## src/rtl/seg_scan_if.sv

```systemverilog
// Load port and display drive lines of the 7-segment scan controller.
interface seg_scan_if #(
  parameter int unsigned NUM_DIGITS = 4
);
  localparam int unsigned IDX_W = (NUM_DIGITS > 1) ? $clog2(NUM_DIGITS) : 1;

  logic                    loadValid;
  logic                    loadReady;
  logic [4*NUM_DIGITS-1:0] loadData;
  logic [NUM_DIGITS-1:0]   dpIn;
  logic [NUM_DIGITS-1:0]   digitEn;
  logic                    zeroBlank;
  logic [3:0]              hexOut;
  logic [NUM_DIGITS-1:0]   anodeOut;
  logic                    dpOut;
  logic [IDX_W-1:0]        digitIdx;
  logic                    frameDone;

  modport master (
    output loadValid, loadData, dpIn, digitEn, zeroBlank,
    input  loadReady, hexOut, anodeOut, dpOut, digitIdx, frameDone
  );

  modport slave (
    input  loadValid, loadData, dpIn, digitEn, zeroBlank,
    output loadReady, hexOut, anodeOut, dpOut, digitIdx, frameDone
  );
endinterface

```

## src/rtl/seg_scan_controller.sv

```systemverilog
// Time-multiplexed scan controller for a common-anode 7-segment display with
// double-buffered, frame-aligned value loads and per-slot anti-ghosting guard time.
module seg_scan_controller #(
  parameter int unsigned NUM_DIGITS   = 4,
  parameter int unsigned REFRESH_DIV  = 100000,
  parameter int unsigned BLANK_CYCLES = 4
) (
  input logic       clk,
  input logic       reset,
  seg_scan_if.slave bus
);
  localparam int unsigned IDX_W  = (NUM_DIGITS > 1) ? $clog2(NUM_DIGITS) : 1;
  localparam int unsigned CNT_W  = $clog2(REFRESH_DIV);
  localparam int unsigned DATA_W = 4 * NUM_DIGITS;

  localparam logic [CNT_W-1:0] CNT_LAST  = CNT_W'(REFRESH_DIV - 1);
  localparam logic [CNT_W-1:0] CNT_BLANK = CNT_W'(BLANK_CYCLES);
  localparam logic [IDX_W-1:0] IDX_LAST  = IDX_W'(NUM_DIGITS - 1);

  typedef enum logic {GUARD, DRIVE} slot_t;

  logic [CNT_W-1:0]      cnt_q, cnt_d;
  logic [IDX_W-1:0]      idx_q, idx_d;
  logic [DATA_W-1:0]     disp_q, disp_d;
  logic [DATA_W-1:0]     pend_q, pend_d;
  logic                  pend_vld_q, pend_vld_d;
  logic                  ready_q;
  logic [3:0]            hex_q, hex_d;
  logic [NUM_DIGITS-1:0] anode_q, anode_d;
  logic                  dp_q, dp_d;
  logic                  frame_q, frame_d;
  slot_t                 slot_d;
  logic                  accept, commit;
  logic                  en_bit, dp_bit, lead_zero, lit;

  // Next-state and next-output logic; outputs are computed from the next slot
  // position so they line up with digitIdx without a cycle of skew.
  always_comb begin
    cnt_d      = (cnt_q == CNT_LAST) ? '0 : cnt_q + 1'b1;
    idx_d      = idx_q;
    if (cnt_q == CNT_LAST) begin
      idx_d = (idx_q == IDX_LAST) ? '0 : idx_q + 1'b1;
    end

    commit     = frame_q && pend_vld_q;
    accept     = bus.loadValid && ready_q;
    disp_d     = commit ? pend_q : disp_q;
    pend_d     = accept ? bus.loadData : pend_q;
    pend_vld_d = accept || (pend_vld_q && !commit);

    slot_d     = (cnt_d < CNT_BLANK) ? GUARD : DRIVE;
    hex_d      = 4'h0;
    en_bit     = 1'b0;
    dp_bit     = 1'b0;
    lead_zero  = bus.zeroBlank && (idx_d != '0);
    for (int i = 0; i < NUM_DIGITS; i++) begin
      if (IDX_W'(i) == idx_d) begin
        hex_d  = disp_d[4*i +: 4];
        en_bit = bus.digitEn[i];
        dp_bit = bus.dpIn[i];
      end
      if ((IDX_W'(i) >= idx_d) && (disp_d[4*i +: 4] != 4'h0)) begin
        lead_zero = 1'b0;
      end
    end

    lit     = (slot_d == DRIVE) && en_bit && !lead_zero;
    anode_d = '1;
    dp_d    = 1'b1;
    for (int i = 0; i < NUM_DIGITS; i++) begin
      if (lit && (IDX_W'(i) == idx_d)) begin
        anode_d[i] = 1'b0;
      end
    end
    if (lit) begin
      dp_d = ~dp_bit;
    end

    frame_d = (cnt_d == CNT_LAST) && (idx_d == IDX_LAST);
  end

  always_ff @(posedge clk) begin
    if (reset) begin
      cnt_q      <= '0;
      idx_q      <= '0;
      disp_q     <= '0;
      pend_q     <= '0;
      pend_vld_q <= 1'b0;
      ready_q    <= 1'b1;
      hex_q      <= 4'h0;
      anode_q    <= '1;
      dp_q       <= 1'b1;
      frame_q    <= 1'b0;
    end else begin
      cnt_q      <= cnt_d;
      idx_q      <= idx_d;
      disp_q     <= disp_d;
      pend_q     <= pend_d;
      pend_vld_q <= pend_vld_d;
      ready_q    <= !pend_vld_d;
      hex_q      <= hex_d;
      anode_q    <= anode_d;
      dp_q       <= dp_d;
      frame_q    <= frame_d;
    end
  end

  assign bus.loadReady = ready_q;
  assign bus.hexOut    = hex_q;
  assign bus.anodeOut  = anode_q;
  assign bus.dpOut     = dp_q;
  assign bus.digitIdx  = idx_q;
  assign bus.frameDone = frame_q;
endmodule
```

## src/flat_wrapper.sv

```systemverilog
// flat-port wrapper written by rule: the top's interface ports become plain ports
module seg_scan_controller_flat 
#(
  parameter int unsigned NUM_DIGITS   = 4,
  parameter int unsigned REFRESH_DIV  = 100000,
  parameter int unsigned BLANK_CYCLES = 4
)
  (clk, reset, bus_loadValid, bus_loadData, bus_dpIn, bus_digitEn, bus_zeroBlank, bus_loadReady, bus_hexOut, bus_anodeOut, bus_dpOut, bus_digitIdx, bus_frameDone);
  seg_scan_if #(.NUM_DIGITS(NUM_DIGITS)) bus_i ();
  input logic clk;
  input logic reset;
  input wire logic [$bits(bus_i.loadValid)-1:0] bus_loadValid;
  input wire logic [$bits(bus_i.loadData)-1:0] bus_loadData;
  input wire logic [$bits(bus_i.dpIn)-1:0] bus_dpIn;
  input wire logic [$bits(bus_i.digitEn)-1:0] bus_digitEn;
  input wire logic [$bits(bus_i.zeroBlank)-1:0] bus_zeroBlank;
  output wire logic [$bits(bus_i.loadReady)-1:0] bus_loadReady;
  output wire logic [$bits(bus_i.hexOut)-1:0] bus_hexOut;
  output wire logic [$bits(bus_i.anodeOut)-1:0] bus_anodeOut;
  output wire logic [$bits(bus_i.dpOut)-1:0] bus_dpOut;
  output wire logic [$bits(bus_i.digitIdx)-1:0] bus_digitIdx;
  output wire logic [$bits(bus_i.frameDone)-1:0] bus_frameDone;
  assign bus_i.loadValid = bus_loadValid;
  assign bus_i.loadData = bus_loadData;
  assign bus_i.dpIn = bus_dpIn;
  assign bus_i.digitEn = bus_digitEn;
  assign bus_i.zeroBlank = bus_zeroBlank;
  assign bus_loadReady = bus_i.loadReady;
  assign bus_hexOut = bus_i.hexOut;
  assign bus_anodeOut = bus_i.anodeOut;
  assign bus_dpOut = bus_i.dpOut;
  assign bus_digitIdx = bus_i.digitIdx;
  assign bus_frameDone = bus_i.frameDone;
  seg_scan_controller #(.NUM_DIGITS(NUM_DIGITS), .REFRESH_DIV(REFRESH_DIV), .BLANK_CYCLES(BLANK_CYCLES)) u_core (.clk(clk), .reset(reset), .bus(bus_i));
endmodule
```

## config.mk

```make
export PLATFORM = sky130hd
export DESIGN_NAME = seg_scan_controller_flat
export DESIGN_NICKNAME = d
export VERILOG_FILES = /design/src/rtl/seg_scan_if.sv /design/src/rtl/seg_scan_controller.sv /design/src/flat_wrapper.sv
export SDC_FILE = /design/constraint.sdc
export NUM_CORES = 1
export LEC_CHECK = 0
export BUFFER_PORTS_ARGS = -buffer_cell sky130_fd_sc_hd__buf_4
export CORE_ASPECT_RATIO = 1.2
export CORE_MARGIN = 1
export CORE_UTILIZATION = 30
export DETAILED_ROUTE_END_ITERATION = 10
export GPL_TIMING_DRIVEN = 1
export PLACE_DENSITY_LB_ADDON = 0.05
export SKIP_LAST_GASP = 1
export SLEW_MARGIN = 25
export SYNTH_ARGS = -nofsm -noshare
export SYNTH_HDL_FRONTEND = slang
export SYNTH_SLANG_ARGS = --single-unit
```

## constraint.sdc

```tcl
create_clock -name clk -period 3.6 [get_ports clk]
set_input_delay 0.18 -clock clk [delete_from_list [all_inputs] [get_ports clk]]
set_output_delay 0.18 -clock clk [all_outputs]
set_load 0.05 [all_outputs]
```

==> Yosys cells after proc, flatten, opt, wreduce, memory -nomap -nowiden <==
Index checks and enable logic that the tools add are counted.
{ "totals": {"reg_bits": 63, "in_bits": 28, "word_cells": 77} }
{ "classes": {"addsub": 2, "n_lt_le_gt_ge": 5, "n_eq_ne": 7, "mux": 25, "bitwise": 2, "n_reduce_logical": 26} }
{ "op_table": {"columns": ["operator", "n"], "rows": [
  ["== test 17 bit, second input constant", 2],
  ["adder 17 x 1 -> 17 bit, second input constant", 1],
  ["less-than comparator 17 x 3 -> 1 bit, second input constant", 1],
  ["two-way mux 1 bit", 17],
  ["two-way mux 17 bit", 1],
  ["two-way mux 16 bit", 1],
  ["two-way mux 4 bit", 4],
  ["nonzero test 4 bit", 4],
  ["logical AND 1 bit", 15],
  ["== test 2 bit, first input constant", 2],
  ["== test 2 bit, second input constant", 2],
  ["greater-or-equal comparator 1 x 2 -> 1 bit, first input constant", 2],
  ["greater-or-equal comparator 2 bit, first input constant", 2],
  ["two-way mux 2 bit", 2],
  ["logical NOT 1 bit", 3],
  ["adder 2 x 1 -> 2 bit, second input constant", 1],
  ["== test 1 x 2 -> 1 bit, first input constant", 1],
  ["logical NOT 2 bit", 1],
  ["NOT 1 bit", 2],
  ["nonzero test 2 bit", 1],
  ["OR reduction 2 bit", 1],
  ["logical OR 1 bit", 1]
]} }

==> Depth between registers and ports, before layout <==
Gate-level depths: netlist (run 1).
{ "depth": {"ltp_word": 13, "mapped_depth": 10} }

==> Worst setup path after synthesis (run 1) <==
No wires, ideal clock.
{ "synth_timing": {"kind": "reg2reg", "start": "register u_core.cnt_q[0]", "end": "register u_core.anode_q[1] (netlist: u_core.bus.anodeOut[1])", "t_arrival_ps": 2416, "slack_ps": 1050, "stages_incl_launch_ff": 10, "n_path_buf": 1, "path_cell_list": "dfxtp_1 ha_1 and4_1 buf_2 nand4_1 nor3_1 a21oi_1 a31oi_1 o221ai_2 or4_1"} }
{ "synth_via": {"elab_chain_cells": 12} }
{ "synth_lines": {"columns": ["item", "line", "source"], "rows": [
  ["start, declared", "seg_scan_controller.sv:22", "logic [CNT_W-1:0] cnt_q, cnt_d;"],
  ["start signal, assigned", "seg_scan_controller.sv:95", "cnt_q <= cnt_d;"],
  ["branches (longest 10 deep; another with adder 17 x 1 -> 17 bit)", null, null],
  ["logical AND 1 bit *", "seg_scan_controller.sv:71", "if (lit && (IDX_W'(i) == idx_d)) begin"],
  ["two-way mux 1 bit *", "seg_scan_controller.sv:71", null],
  ["end signal, assigned", "seg_scan_controller.sv:102", "anode_q <= anode_d;"],
  ["end, declared", "seg_scan_controller.sv:29", "logic [NUM_DIGITS-1:0] anode_q, anode_d;"]
]} }
Every way passes the cells marked *.
A chain may end at the register's enable or synchronous reset.

==> Final worst setup path (run 1) <==
{ "layout_timing": {"start": "register u_core.cnt_q[0]", "end": "register u_core.anode_q[3] (netlist: u_core.bus.anodeOut[3])"} }
The elaborated chain is that of the path after synthesis.

==> summary.txt, run 1 <==
Run status
  – Status: finished clean

STA
  – Worst slew margin: 0.4765
  – Least-Margin Pin Slew: 0.7848 ns
  – Pins Over Slew Limit: 0
  – Final hold vios: 0
  – TNS Setup: 0 ns
  – Fin worst setup slack: a little under 0.6 ns
  – RSZ-0062 raised after global routing: no
  – Fin crit period: 3.023 ns
  – Tcrit/Tclk final: 0.8398
  – Maximum clock frequency: 330.8 MHz
  – Clock skew: 0.008221 ns
  – Finish-stage setup viols: 0

Drt
  – DRT Pass-1 Iters: 5
  – Antenna viol nets, final: 0
  – Wire per inst: 14.94 um
  – # DRC: 0
  – Vias/cell: 4.967
  – Initial DRC count: 60
  – Via count: 2548
  – Routed WL: 7662 um

Clock network
  – Cts hold-fix bufs: 0
  – H-tree levels: 3
  – Post-CTS resize count: 0
  – Postcts setup bufs: 0
  – Clk slew on worst S/H paths: 0.06 ns
  – Maximum clock path buffer count: 2
  – Skew-Pair Late Insertion Delay: between 0.3 and 0.4 ns
  – Clock tree from TritonCTS: done
  – CTS Buf Count: 9
  – Num Clock Sinks: 63
  – Root buffer cell: clkbuf_16

Min path
  – Hold Path Class: primary input to flop
  – Hold path depth: 3

Critical path
  – Worst path slowest cell: or4_1
  – CP bufs+invs: 0
  – Worst EP required: 3.80 ns
  – Family with the most delay on the worst path: simple AND/OR/NAND/NOR gates
  – Crit Path Max Fanout: 16
  – Type of destination of the critical path: flop
  – Startpoint types: flop
  – Stages on the worst setup path: 8
  – Worst R2R Setup Slack: 0.58 ns
  – Crit Path Category: flop to flop
  – Worst path cell trace: ha_1 > and4_1 > nand4_4 > mux2i_4 > nand3_1 > a31oi_1 > o221ai_2 > or4_1
  – R2R cell count: 8
  – CP peak stage delay: 0.50 ns
  – WP data arrival: 3.22 ns

Logic synthesis
  – YS warnings: 0
  – Sequential fraction of the synthesis area: 0.4239
  – Most used flip-flop cell after synthesis: dfxtp_1
  – Async set-reset flop share out of synthesis: 0
  – Post-Syn Area per Cell: between 8 and 9 um^2
  – Count leader, synth: nand2_1
  – Mapped Cells: 350
  – Synth cell count leaders: nand2_1 (64), dfxtp_1 (63), nor2_1 (39)
  – Largest cells by area after synthesis: dfxtp_1 (42%), nand2_1 (8.1%), a21oi_1 (5.2%)
  – Distinct cells, synth: 53
  – Mapped cell area: 2975 um^2
  – Number of synthesized register bits: 63
  – Yosys top cell by area: dfxtp_1
  – Post-synth top area share: 0.4239
  – EDFF count, synth: 0
  – Synthesized Nets: 380

Die
  – Starting Density: 0.3111
  – IO Count: slightly above 40
  – Rows: 39
  – Placeable Area: 9564 um^2
  – Die X-Extent: 92.91 um
  – Die height: 111.1 um
  – Die ar.: 10320 um^2

Power
  – Static Leakage: about 1.5 nW
  – Peak VDD IR: 0.1944 mV
  – PwrDens: 465.2 nW/um^2

Cells and area
  – Diodes inserted: 0
  – Share of cells above drive strength 1: 0.1897
  – Final Core Density: 0.3800
  – Area grow syn2layout: 22.16%
  – Final layout net count: 415
  – Final cell count without fillers: 513

Flow run
  – Max-Cap Viols: 0

Placed design
  – Hpwl dp: 5672 um
  – Dpl cells: 497
  – Pre-CTS setup slack: 0.5907 ns
  – Buffers on Ports: 40
  – Gp weighted congestion: 0.8444

GRT
  – Vias in the first global route: 2523
  – Pin count of the biggest net entering global routing: 49
  – GRT Overall Usage: 0.1577
  – Grt ovf: 0
  – Antenna violations before repair: 0
  – First-pass GRT wire length: 12590 um
==> path summary, 6_finish.rpt <==
path | start | endpoint
max | u_core.cnt_q[0] | u_core.bus.anodeOut[3]
min | bus_loadData[10] | u_core.pend_q[10]
max reg2reg | u_core.cnt_q[0] | u_core.bus.anodeOut[3]
min reg2reg | u_core.pend_q[0] | u_core.pend_q[0]
==> kinds of logic (layout without fill, tap and decap cells) <==
family          after synthesis  count (layout)  share of synthesized area
simple gates                175             175                     0.3066
flops                        63              63                     0.4239
compound gates               55              55                     0.1173
buf+inv                      26              66                    0.04836
xor+xnor                     16              16                    0.04710
mux                          13              13                    0.04836
fa+ha+maj                     2               2                   0.008409
==> registers in the layout, summed over array words and instances, names as in the netlist <==
name	count
u_core.bus.loadReady	1
u_core.bus.digitIdx	2
u_core.pend_vld_q	1
u_core.bus.anodeOut	4
u_core.disp_q	16
u_core.cnt_q	17
u_core.pend_q	16
u_core.bus.dpOut	1
u_core.bus.frameDone	1
u_core.bus.hexOut	4
==> per-stage QoR <==
stage          hold slack (ns)  instance area, um^2  power, mW
6_report               0.09475                 3635      1.691
5_1_grt                 0.1058                 3635      1.763
4_1_cts                0.09226                 3635      1.713
3_5_place_dp            0.4362                 3334     0.8398
3_3_place_gp            0.4286                 3334     0.8405
2_1_floorplan           0.3160                 2975     0.7972
==> layout make-up <==
cell class / count / area [um^2]
Clock inverter: 5 / 57.56
Tap cell: 123 / 153.9
Multi-Input combinational cell: 261 / 1570
Timing Repair Buffer: 43 / 322.8
Sequential cell: 63 / 1261
Clock buffer: 11 / 242.7
Inverter: 7 / 26.28
Fill cell: 1043 / 5929
==> placed cells by master (no fill, tap or decap), types with 2 or more instances in the layout <==
cell type	Yosys	layout
and4bb_2	2	2
xor2_1	7	7
or3_1	2	2
and4_1	3	3
or4_1	3	3
a21oi_1	31	31
nand2_1	64	64
dfxtp_1	63	63
clkinv_4	0	2
nor3b_1	2	2
o41ai_1	2	2
a31oi_1	10	10
nor2_1	39	39
nand4b_1	2	2
clkinv_2	0	2
nand3_1	11	11
nor3_1	6	6
mux2i_1	11	11
buf_4	0	43
clkbuf_16	0	9
inv_1	6	6
ha_1	2	2
nor2b_1	2	2
and2_1	8	8
nor4_1	11	11
nand4_1	6	6
nand2b_1	2	2
o21ai_0	3	3
xnor2_1	9	9
nand4_4	2	2
==> power breakdown <==
group | switching, mW | total, mW | internal (mW) | leakage [nW]
clock network | 0.314 | 0.868 | 0.554 | 0.149
registers | 0.0154 | 0.729 | 0.714 | 0.511
logic | 0.0510 | 0.0932 | 0.0422 | 0.790
total | 0.380 | 1.69 | 1.31 | 1.45
==> metal layers <==
| layer | up-vias | wire length (um) | GRT usage |
|---|---|---|---|
| li1 | 1307 | - | - |
| met1 | 1179 | 3301 | 0.1916 |
| met2 | 44 | 3918 | 0.2642 |
| met3 | 18 | 259 | 0.02812 |
| met4 | 0 | 182 | 0.07795 |
| met5 | - | 0 | 0 |
==> worst min-delay path: cells and delay by family <==
family	cells	cell delay [ns]
simple gates	1	0.04
buf+inv	1	0.11
compound gates	1	0.05
Note: power is estimated with default switching activity, not from simulation.
==> run 2: changes to the inputs <==
--- a/config.mk
+++ b/config.mk
@@ -5,6 +5,7 @@
 export SDC_FILE = /design/constraint.sdc
 export NUM_CORES = 1
 export LEC_CHECK = 0
+export ABC_AREA = 1
 export BUFFER_PORTS_ARGS = -buffer_cell sky130_fd_sc_hd__buf_4
 export CORE_ASPECT_RATIO = 1.2
 export CORE_MARGIN = 1
==> constraint.sdc (replaced) <==
create_clock -name clk -period 2.6 [get_ports clk]
set_input_delay 0.13 -clock clk [delete_from_list [all_inputs] [get_ports clk]]
set_output_delay 0.13 -clock clk [all_outputs]
set_load 0.05 [all_outputs]
==> summary.txt, run 2 <==
Drt
  – Wire per inst: ~13 um
  – Initial DRC count: 61
  – WL met3: roughly 210 um
  – M1 wire length: 3278 um
  – Top sig layer: met4
  – Wire length on met2: 3941 um
  – Antenna viol nets, final: 0
  – Vias/cell: about 4.5
  – DRT Pass-1 Iters: 5
  – Routed WL: approximately 7700 um
  – Via count: 2774
  – # DRC: 0

Power
  – Peak VDD IR: 0.2453 mV
  – Static Leakage: roughly 1.8 nW
  – Tot Pwr: 2.355 mW
  – PwrDens: 631.5 nW/um^2

Min path
  – Hold path depth: 3
  – Hold Path Class: primary input to flop
  – Hold Startpoint: bus_loadData[10]
  – Hold-critical path endpoint: u_core.pend_q[10]

Critical path
  – Worst path slowest cell: o21ai_0
  – Worst path cell trace: nand2_1 > o21ai_0 > nand4_1 > nand2_1 > nand3_1 > nor2_2 > nor2_4 > nand4_1
  – Crit Path Max Fanout: 25
  – Worst R2R Setup Slack: 0.47 ns
  – Reg-to-Reg End: u_core.bus.anodeOut[0]
  – WP data arrival: 2.38 ns
  – Crit Path Category: flop to flop
  – Type of destination of the critical path: flop
  – CP peak stage delay: 0.58 ns
  – Worst EP required: 2.86 ns
  – Startpoint types: flop
  – Crit Reg-Reg Startpoint: u_core.bus.frameDone
  – R2R cell count: 8

Logic synthesis
  – Sequential fraction of the synthesis area: 0.4219
  – Largest cells by area after synthesis: dfxtp_1 (42%), nor2_1 (13%), nand2_1 (10%)
  – Mapped Cells: 439
  – Most used flip-flop cell after synthesis: dfxtp_1
  – Number of synthesized register bits: 63
  – YS warnings: 0
  – Synthesized Nets: approximately 470
  – Count leader, synth: nor2_1
  – Distinct cells, synth: 34
  – EDFF count, synth: 0
  – Post-Syn Area per Cell: between 6 and 7 um^2
  – Post-synth top area share: 0.4219
  – Synth cell count leaders: nor2_1 (100), nand2_1 (83), dfxtp_1 (63)
  – Async set-reset flop share out of synthesis: 0
  – Yosys top cell by area: dfxtp_1
  – Mapped cell area: ~3000 um^2

Placed design
  – Hpwl dp: ~5900 um
  – Gp weighted congestion: 0.8210
  – Buffers on Ports: 40

Cells and area
  – Final layout net count: 512
  – Largest regs: u_core.cnt_q: 17 flops, u_core.disp_q: 16 flops, u_core.pend_q: 16 flops
  – Share of cells above drive strength 1: 0.1663
  – Diodes inserted: 0
  – Max FFs per register: 17
  – Area grow syn2layout: 24.74%
  – Commonest non-fill, non-tap cell in the layout: nor2_1
  – Largest Register: u_core.cnt_q
  – Most frequent cells in the layout: nor2_1 (100), nand2_1 (83), dfxtp_1 (63), inv_1 (51), buf_4 (43)

STA
  – RSZ-0062 raised after global routing: no
  – Maximum clock frequency: about 470 MHz
  – Least-Margin Pin Slew: roughly 0.75 ns
  – Clock skew: 0.005416 ns
  – TNS Setup: 0 ns
  – Tcrit/Tclk final: 0.8179
  – Pins Over Slew Limit: 0
  – Finish-stage setup viols: 0
  – Worst slew margin: 0.5005
  – Fin crit period: between 2 and 2.5 ns
  – Final hold vios: 0

Die
  – Rows: 39
  – Die height: 111.3 um
  – Placeable Area: between 9000 and 10000 um^2
  – Die X-Extent: 93.12 um
  – IO Count: 41
  – Die ar.: 10370 um^2
  – Starting Density: 0.3109

Clock network
  – Root buffer cell: clkbuf_16
  – Skew-Pair Late Insertion Delay: 0.32 ns
  – Clock tree from TritonCTS: done
  – Post-CTS resize count: 0
  – H-tree levels: 3
  – Cts hold-fix bufs: 0
  – Maximum clock path buffer count: 2
  – Postcts setup bufs: 0
  – CTS Buf Count: 9
  – Clk slew on worst S/H paths: around 0.060 ns
  – Num Clock Sinks: 63

Flow run
  – Max-Cap Viols: 0

GRT
  – Pin count of the biggest net entering global routing: 38
  – Antenna violations before repair: 0
  – Vias in the first global route: 2722
  – First-pass GRT wire length: 12940 um
  – GRT Overall Usage: 0.1625
  – Grt ovf: 0

Run status
  – Status: finished clean
## run 2: cell count changes after synthesis, moves of 15 or more
cell / delta
a21oi_1: -29
inv_1: +45
nand2_1: +19
nand3_1: +15
nor2_1: +61
o21ai_0: +32
## run 2: layout make-up
| type | instances | area [um^2] |
|---|---|---|
| clock inverter | 6 | 67.56 |
| multi-input combinational | 306 | 1458 |
| sequential | 63 | 1261 |
| inverter | 59 | 226.5 |
| timing repair buffer | 43 | 322.8 |
| tap | 123 | 153.9 |
| clock buffer | 10 | 239.0 |
| fill | 1037 | 5884 |
## run 2: how the worst max path moves through the flow
| stage | startpoint | endpoint | slack, ns | depth (start not counted) |
|---|---|---|---|---|
| floorplan | u_core.bus.frameDone | u_core.bus.anodeOut[0] | 0.73 | 9 |
| detailed placement | u_core.bus.frameDone | u_core.bus.anodeOut[2] | 0.43 | 8 |
| CTS | u_core.bus.frameDone | u_core.bus.anodeOut[2] | 0.42 | 8 |
| global route | u_core.bus.frameDone | u_core.bus.anodeOut[2] | 0.18 | 8 |
| finish | u_core.bus.frameDone | u_core.bus.anodeOut[0] | 0.47 | 8 |
| global placement | u_core.bus.frameDone | u_core.bus.anodeOut[2] | 0.41 | 8 |
## run 2: metal layers
metal  vias up  GRT usage
li1       1480          -
met1      1231     0.1806
met2        48     0.2848
met3        15    0.04167
met4         0    0.07795
met5         -          0
## run 2: through the flow
step | cells | util | hold slack, ns | cell area [um^2] | worst slack, ns
after floorplan | 439 | - | 0.2967 | 2989 | 0.7348
after global placement | 594 | 0.3560 | 0.3802 | 3422 | 0.4074
after detailed placement | 594 | 0.3560 | 0.3877 | 3422 | 0.4331
after CTS | 610 | 0.3879 | 0.04091 | 3729 | 0.4209
after global routing | 610 | 0.3879 | 0.07182 | 3729 | 0.1757
final | 610 | 0.3879 | 0.04928 | 3729 | 0.4736
## run 2: kinds of logic after synthesis
| group | share of synthesized area |
|---|---|
| AO/OA/AOI/OAI | 0.08372 |
| XOR/XNOR | 0.008792 |
| adder cells (fa/ha/maj) | 0.008370 |
| buffers and inverters | 0.09041 |
| flip-flops | 0.4219 |
| multiplexers | 0.01005 |
| AND/OR/NAND/NOR | 0.3767 |
## run 2: power breakdown
group | total (mW) | switching [mW] | internal (mW)
registers | 1.01 | 0.0147 | 0.994
logic | 0.128 | 0.0721 | 0.0558
clock network | 1.22 | 0.446 | 0.772
total | 2.35 | 0.532 | 1.82
## run 2: worst max-delay path, delay by kind of cell (launching register included)
kind             cells  cell delay, ns
flip-flops           1            0.37
AND/OR/NAND/NOR      7            1.11
AO/OA/AOI/OAI        1            0.58
